--- config.mk ---
export PLATFORM = sky130hd
export DESIGN_NAME = adder_pipe_flat
export DESIGN_NICKNAME = d
export VERILOG_FILES = /design/src/rtl/adder_pipe_if.sv /design/src/rtl/adder_pipe.sv /design/src/flat_wrapper.sv
export SDC_FILE = /design/constraint.sdc
export NUM_CORES = 1
export LEC_CHECK = 0
export CORE_MARGIN = 1.5
export CORE_UTILIZATION = 48
export CTS_CLUSTER_DIAMETER = 50
export DETAILED_ROUTE_END_ITERATION = 6
export GPL_TIMING_DRIVEN = 0
export PLACE_DENSITY = 0.73
export SYNTH_ARGS = -nofsm -noshare
export SYNTH_HDL_FRONTEND = slang
export SYNTH_SLANG_ARGS = --single-unit
--- constraint.sdc ---
create_clock -name clk -period 3.58 [get_ports clk]
set_input_delay 0.716 -clock clk [delete_from_list [all_inputs] [get_ports clk]]
set_output_delay 0.716 -clock clk [all_outputs]
set_load 0.1 [all_outputs]
--- src/rtl/adder_pipe_if.sv ---
// ----------------------------------------------------------------------------
// adder_pipe_if
// Handshake and data bundle for the pipelined adder/subtractor.
//   W          : operand/result width (SLICE_W * NUM_SLICES of the adder)
//   in_valid   : producer has an operation on a/b/cin/sub
//   in_ready   : adder accepts an operation this cycle
//   a, b       : operands (unsigned or two's complement)
//   cin        : carry-in (add) or borrow-in (subtract)
//   sub        : 0 = add, 1 = subtract
//   out_valid  : result present on s/cout/ovf
//   out_ready  : consumer takes the result this cycle
//   s          : result, cout : MSB carry (1 = no borrow on subtract)
//   ovf        : signed overflow
// master = producer/consumer side, slave = the adder.
// ----------------------------------------------------------------------------
interface adder_pipe_if #(
    parameter int W = 24
);
    logic         in_valid;
    logic         in_ready;
    logic [W-1:0] a;
    logic [W-1:0] b;
    logic         cin;
    logic         sub;
    logic         out_valid;
    logic         out_ready;
    logic [W-1:0] s;
    logic         cout;
    logic         ovf;

    modport master (
        output in_valid, a, b, cin, sub, out_ready,
        input  in_ready, out_valid, s, cout, ovf
    );

    modport slave (
        input  in_valid, a, b, cin, sub, out_ready,
        output in_ready, out_valid, s, cout, ovf
    );
endinterface

--- src/rtl/adder_pipe.sv ---
// ----------------------------------------------------------------------------
// adder_pipe
// Pipelined ripple-slice adder/subtractor. NUM_SLICES stages of SLICE_W bits;
// stage k adds slice k of the operands plus the carry registered by stage k-1,
// so the critical path is a single SLICE_W-bit ripple.
// Ports:
//   clk : clock, rising edge
//   rst : asynchronous active-high reset, clears every pipeline register
//   bus : adder_pipe_if slave (valid/ready in, valid/ready out, a/b/cin/sub,
//         s/cout/ovf). The whole pipe advances when !out_valid || out_ready.
// ----------------------------------------------------------------------------
module adder_pipe #(
    parameter int SLICE_W    = 8,
    parameter int NUM_SLICES = 3
) (
    input  logic         clk,
    input  logic         rst,
    adder_pipe_if.slave  bus
);
    localparam int W = SLICE_W * NUM_SLICES;

    // One pipeline stage. 'word' is a rotating register: its low slice is the
    // next A slice to consume, and each stage pushes its sum slice in at the
    // top while shifting the rest down. After the last stage it holds exactly
    // the W-bit result in order. 'bop' carries the remaining B' slices,
    // shifted down the same way. 'ovf' is evaluated at every stage from that
    // stage's slice MSBs; only the last stage's value (true MSB) is used.
    typedef struct packed {
        logic         v;
        logic         c;
        logic         ovf;
        logic [W-1:0] word;
        logic [W-1:0] bop;
    } stage_t;

    stage_t             src  [NUM_SLICES];  // stage inputs
    stage_t             st_d [NUM_SLICES];
    stage_t             st_q [NUM_SLICES];
    logic [SLICE_W:0]   slice_sum [NUM_SLICES];
    logic               en;

    // Global advance: the output register frees up when empty or consumed.
    assign en           = !st_q[NUM_SLICES-1].v || bus.out_ready;
    assign bus.in_ready = en;

    always_comb begin
        // Stage 0 sees the raw operation; subtract is a + ~b + ~cin.
        src[0].v    = bus.in_valid;
        src[0].c    = bus.cin ^ bus.sub;
        src[0].ovf  = 1'b0;
        src[0].word = bus.a;
        src[0].bop  = bus.sub ? ~bus.b : bus.b;
        for (int k = 1; k < NUM_SLICES; k++) begin
            src[k] = st_q[k-1];
        end
    end

    always_comb begin
        for (int k = 0; k < NUM_SLICES; k++) begin
            slice_sum[k] = {1'b0, src[k].word[SLICE_W-1:0]}
                         + {1'b0, src[k].bop[SLICE_W-1:0]}
                         + {{SLICE_W{1'b0}}, src[k].c};
            // NOTE: hold is the default so every path assigns st_d; no latch.
            st_d[k] = st_q[k];
            if (en) begin
                st_d[k].v    = src[k].v;
                st_d[k].c    = slice_sum[k][SLICE_W];
                st_d[k].ovf  = (src[k].word[SLICE_W-1] == src[k].bop[SLICE_W-1]) &&
                               (slice_sum[k][SLICE_W-1] != src[k].word[SLICE_W-1]);
                st_d[k].word = W'({slice_sum[k][SLICE_W-1:0], src[k].word} >> SLICE_W);
                st_d[k].bop  = src[k].bop >> SLICE_W;
            end
        end
    end

    always_ff @(posedge clk or posedge rst) begin
        if (rst) begin
            // NOTE: data and carry registers are reset along with the valid
            // bits so s/cout/ovf read 0 (never X) right after reset.
            for (int k = 0; k < NUM_SLICES; k++) begin
                st_q[k] <= '0;
            end
        end else begin
            // NOTE: non-blocking so every stage samples its predecessor's old value.
            for (int k = 0; k < NUM_SLICES; k++) begin
                st_q[k] <= st_d[k];
            end
        end
    end

    assign bus.out_valid = st_q[NUM_SLICES-1].v;
    assign bus.s         = st_q[NUM_SLICES-1].word;
    assign bus.cout      = st_q[NUM_SLICES-1].c;
    assign bus.ovf       = st_q[NUM_SLICES-1].ovf;

endmodule

--- src/flat_wrapper.sv ---
// flat-port wrapper written by rule: the top's interface ports become plain ports
module adder_pipe_flat 
#(
    parameter int SLICE_W    = 8,
    parameter int NUM_SLICES = 3
)
  (clk, rst, bus_in_valid, bus_a, bus_b, bus_cin, bus_sub, bus_out_ready, bus_in_ready, bus_out_valid, bus_s, bus_cout, bus_ovf);
  adder_pipe_if #(.W(24)) bus_i ();
  input  logic clk;
  input  logic rst;
  input wire logic [$bits(bus_i.in_valid)-1:0] bus_in_valid;
  input wire logic [$bits(bus_i.a)-1:0] bus_a;
  input wire logic [$bits(bus_i.b)-1:0] bus_b;
  input wire logic [$bits(bus_i.cin)-1:0] bus_cin;
  input wire logic [$bits(bus_i.sub)-1:0] bus_sub;
  input wire logic [$bits(bus_i.out_ready)-1:0] bus_out_ready;
  output wire logic [$bits(bus_i.in_ready)-1:0] bus_in_ready;
  output wire logic [$bits(bus_i.out_valid)-1:0] bus_out_valid;
  output wire logic [$bits(bus_i.s)-1:0] bus_s;
  output wire logic [$bits(bus_i.cout)-1:0] bus_cout;
  output wire logic [$bits(bus_i.ovf)-1:0] bus_ovf;
  assign bus_i.in_valid = bus_in_valid;
  assign bus_i.a = bus_a;
  assign bus_i.b = bus_b;
  assign bus_i.cin = bus_cin;
  assign bus_i.sub = bus_sub;
  assign bus_i.out_ready = bus_out_ready;
  assign bus_in_ready = bus_i.in_ready;
  assign bus_out_valid = bus_i.out_valid;
  assign bus_s = bus_i.s;
  assign bus_cout = bus_i.cout;
  assign bus_ovf = bus_i.ovf;
  adder_pipe #(.SLICE_W(SLICE_W), .NUM_SLICES(NUM_SLICES)) u_core (.clk(clk), .rst(rst), .bus(bus_i));
endmodule
# ---- Yosys cells after proc, flatten, opt, wreduce, memory -nomap -nowiden
# Index checks and enable logic that the tools add are counted.
# W data, S select, Z words.
dict set report totals {
  elab_cells 26
  input_bits 54
  regBits 103
  out_inout_bits 28
}
dict set report classes {
  mux 1
  bitwise_logic 2
  n_eq_ne 2
  add_sub_neg 6
  n_reduce_logical 3
}
# cell count
set ops {}
lappend ops {{$add A8 B8 Y9} 3}
lappend ops {{$add A9 B1 Y9} 3}
lappend ops {{$mux W24} 1}
lappend ops {{$not A24 Y24} 1}
lappend ops {{$eq A1 B1 Y1} 1}
lappend ops {{$logic_and A1 B1 Y1} 1}
lappend ops {{$logic_not A1 Y1} 1}
lappend ops {{$logic_or A1 B1 Y1} 1}
lappend ops {{$ne A1 B1 Y1} 1}
lappend ops {{$xor A1 B1 Y1} 1}

# ---- Logic depth before layout (Yosys ltp)
dict set report logic_depth {
  depth_word 4
  mapped_depth 11
  mapped_depth_nobuf 9
}

# ---- Worst setup path after synthesis
# OpenSTA, ideal clock, no wires.
dict set report synth_timing {
  kind {flip-flop to output port}
  start {reg u_core.st_q (netlist bit u_core.bus.out_valid)}
  end {out bus_in_ready}
  required_time_ns 2.864
  path_buffers 2
  slack_ns 0.581
  path_stages_with_launch 5
  arrival_time_ns 2.283
  path_cell_list {dfrtp_1 nor2b_1 buf_2 inv_2 clkbuf_1}
}
dict set report synth_between {
  elab_chain_cells 2
}
# element line
set synth_rtl {}
lappend synth_rtl {{from (decl)} adder_pipe.sv:38} ;# stage_t st_q [NUM_SLICES];
lappend synth_rtl {{from (signal, indexed assignment)} adder_pipe.sv:86} ;# st_q[k] <= st_d[k];
lappend synth_rtl {{$logic_not A1 Y1} adder_pipe.sv:43} ;# assign en = !st_q[NUM_SLICES-1].v || bus.out_ready;
lappend synth_rtl {{$logic_or A1 B1 Y1} adder_pipe.sv:43}
lappend synth_rtl {{to (decl)} flat_wrapper.sv:17} ;# output wire logic [$bits(bus_i.in_ready)-1:0] bus_in_ready;
# Every way passes these cells.

# ---- Final worst setup path
dict set report layout_timing {
  start {in bus_out_ready}
  end {out bus_in_ready}
}
dict set report layout_between {
  elab_chain_cells 1
}
# element line
set layout_rtl {}
lappend layout_rtl {{from (decl)} flat_wrapper.sv:16} ;# input wire logic [$bits(bus_i.out_ready)-1:0] bus_out_ready;
lappend layout_rtl {{$logic_or A1 B1 Y1} adder_pipe.sv:43}
# Every way passes these cells.

==> metrics <==
outcome finished, final reports clean; worst hold start u_core.bus.s[9]; TritonCTS clock tree built; share of cells above drive strength 1 5.24%; Port Buffer Count 80; Cell variety after synth 36; die span in x 104 µm; hold depth 2; most frequent cells in the layout nand2_1 (220), dfrtp_1 (103), clkdlybuf4s50_1 (79); Worst Setup End Kind output pin; DRT iter0 DRCs 157; hpwl dp 8090 µm; Reg2Reg Depth 7; Post-route DRC 0; Pleak 2.91 nW; Area growth syn-to-layout 25.3%; Worst-Skew Late Latency around 360 ps; slowest library cell on the worst path clkdlybuf4s15_2; critical path arrival 2710 ps; drt pass-1 iters 4; reg-to-reg slack, setup roughly 1100 ps; Seq cells post-synth 103; Tmin final 3420 ps; slowest cell delay on critical path 640 ps; Post-Syn Area between 0.004 and 0.005 mm²; worst reg2reg path endpoint u_core.bus.s[22]; Max IR drop VDD between 0.6 and 0.7 mV; max_cap viols 0; vias per cell 5.04; Row Count 36; Tot GR Track Use 21.5%; Worst EP required approximately 2900 ps; largest net degree at the start of global routing 55; Yosys top cell area share a little over half; final worst path period share 95.6%; Slew @ Worst Pin ~1000 ps; Synth area leaders dfrtp_1 (53%), nand2_1 (17%), ha_1 (5.4%), o21ai_0 (3.6%), xnor2_1 (3.4%); GR Overflow Total 0; Worst-path clk slew approximately 90 ps; Final ANT Viol Nets 0; most common cell after layout, fill and taps aside nand2_1; Util after Layout 62.5%; vias in the first global route 3925; CTS root buf clkbuf_8; sequential area share after synthesis 52.6%; clock buffer depth 2; Setup Viol. Count Final 0; crit path max fanout 10; syn_nets 614; final net count 706; Crit Path Class in2out; first-pass GRT wire length 18600 µm; Worst slew margin 33.9%; CP cell instances clkdlybuf4s50_1 -> nor2b_1 -> buf_2 -> inv_2 -> clkbuf_1 -> clkdlybuf4s15_2; Cell Area, Placed 0.00589 mm²; warnings from Yosys 0; hold crit path type reg2reg; Yosys top cell by area dfrtp_1; reg2reg start u_core.src[0]; die footprint roughly 0.011 mm²; Diodes inserted 0; PwrDens 926 mW/mm²; Placeable Area 0.00982 mm²; Starting Density 49.9%; total detailed-routing wirelength approximately 11000 µm; I/O Pins 82; Max Clock Freq slightly below 300 MHz; die height 104 µm; CTS Buf Count 9; initial antenna violation count 0; Critical Path Start Type input port; # Post-CTS Setup Buffers 0; Synth Instances around 530; routed length per instance between 10 and 15 µm; clock sink count 103; final cell area excluding filler cells 0.00614 mm²; Vias 3846; Endpoint, Worst Hold u_core.bus.s[9]; unrepaired setup endpoints after global routing no; final weighted congestion in routability-driven placement ~0.86; Pins Over Slew Limit 0; syn_area_per_cell 9.19 µm²; H-tree levels 3; clock skew 11.5 ps; Fin. Hold Viols 0
area by class of cell:
cell class | count | area, µm²
tap | 133 | 166
buffer | 25 | 108
clock inverter | 2 | 60.1
timing repair buffer | 81 | 830
fill | 871 | 3680
sequential | 103 | 2580
clock buffer | 14 | 183
multi-input combinational | 398 | 2190
inverter | 7 | 28.8
flip-flops by register name, indices dropped and copies added, names as in the netlist:
name and flops:
u_core.bus.s 24, u_core.bus.out_valid 1, u_core.src 76, u_core.bus.cout 1, u_core.bus.ovf 1
metrics by stage:
| stage | hold slack [ps] | TNS [ps] | setup WS (ps) | power [mW] | std cells |
|---|---|---|---|---|---|
| 6_report | 468 | 0 | 157 | 5.68 | 763 |
| 5_1_grt | 495 | 0 | 55.7 | 6.02 | 763 |
| 4_1_cts | 476 | 0 | 138 | 5.71 | 763 |
| 3_5_place_dp | 455 | -462 | -462 | 4.85 | 747 |
| 3_3_place_gp | 448 | -128060 | -1250 | 4.78 | 746 |
| 2_1_floorplan | 430 | 0 | 160 | 4.10 | 533 |
synthesized netlist by cell type:
master and count:
or3_1 1, a211o_1 1, nand2b_1 1, a21boi_0 1, fa_1 6, o31ai_1 4
a21oi_1 14, buf_2 11, a311o_1 1, and2_1 1, nor3b_1 1, nand3b_1 1
nor3_1 7, inv_2 1, xor2_1 18, xnor2_1 19, nand2_1 220, o21ai_1 2
dfrtp_1 103, o31a_1 2, a211oi_2 1, o21ai_0 35, nor2b_1 3, buf_1 2
nand3_1 1, a21o_1 5, nor2_1 15, o31ai_2 1, ha_1 21, a211oi_1 5
o21bai_1 2, clkbuf_1 12, inv_1 6, a31oi_1 5, o21a_1 3, nand2_2 1
per-layer routing:
layer	share of wire (%)	vias up	GRT usage, %	wire, µm
li1	-	1908	-	-
met4	1.7	0	7.44	188
met3	3.7	17	2.76	415
met1	46	1822	27.8	5070
met2	49	99	37.5	5410
met5	0	-	0	0
kinds of logic (layout without fill, tap and decap cells):
group | Yosys count | after routing | synth area share, %
AOI/OAI and AO/OA | 82 | 82 | 10.2
xor gates and xnor gates | 37 | 37 | 6.62
buffers and inverters | 32 | 129 | 2.73
adders and majority gates | 27 | 27 | 7.82
and+or+nand+nor | 252 | 252 | 20.0
DFF | 103 | 103 | 52.6
where the power goes:
part | leakage [nW] | switching [mW] | internal [mW]
Sequential | 1.24 | 0.272 | 1.62
Combinational | 1.55 | 2.06 | 0.873
Clock | 0.123 | 0.383 | 0.471
Total | 2.91 | 2.72 | 2.97
worst max-delay path by stage:
stage             startpoint  slack (ps)              end  cells past startpoint
2_1_floorplan            rst         160  u_core.bus.cout                      1
3_3_place_gp             rst       -1250   u_core.src[88]                      2
3_5_place_dp   bus_out_ready        -460     bus_in_ready                      6
4_1_cts        bus_out_ready         140     bus_in_ready                      6
5_1_grt        bus_out_ready          60     bus_in_ready                      6
6_report       bus_out_ready         160     bus_in_ready                      6
worst max-delay path, delay by kind of cell:
family	cells	cell delay [ps]
simple gates	1	40
buf+inv	5	1940
timing repair:
action                                  CTS  global route
resized for setup                         3             0
hold buffers                              0             0
endpoints found under the setup margin    1             0
Note: power is estimated with default switching activity, not from simulation.
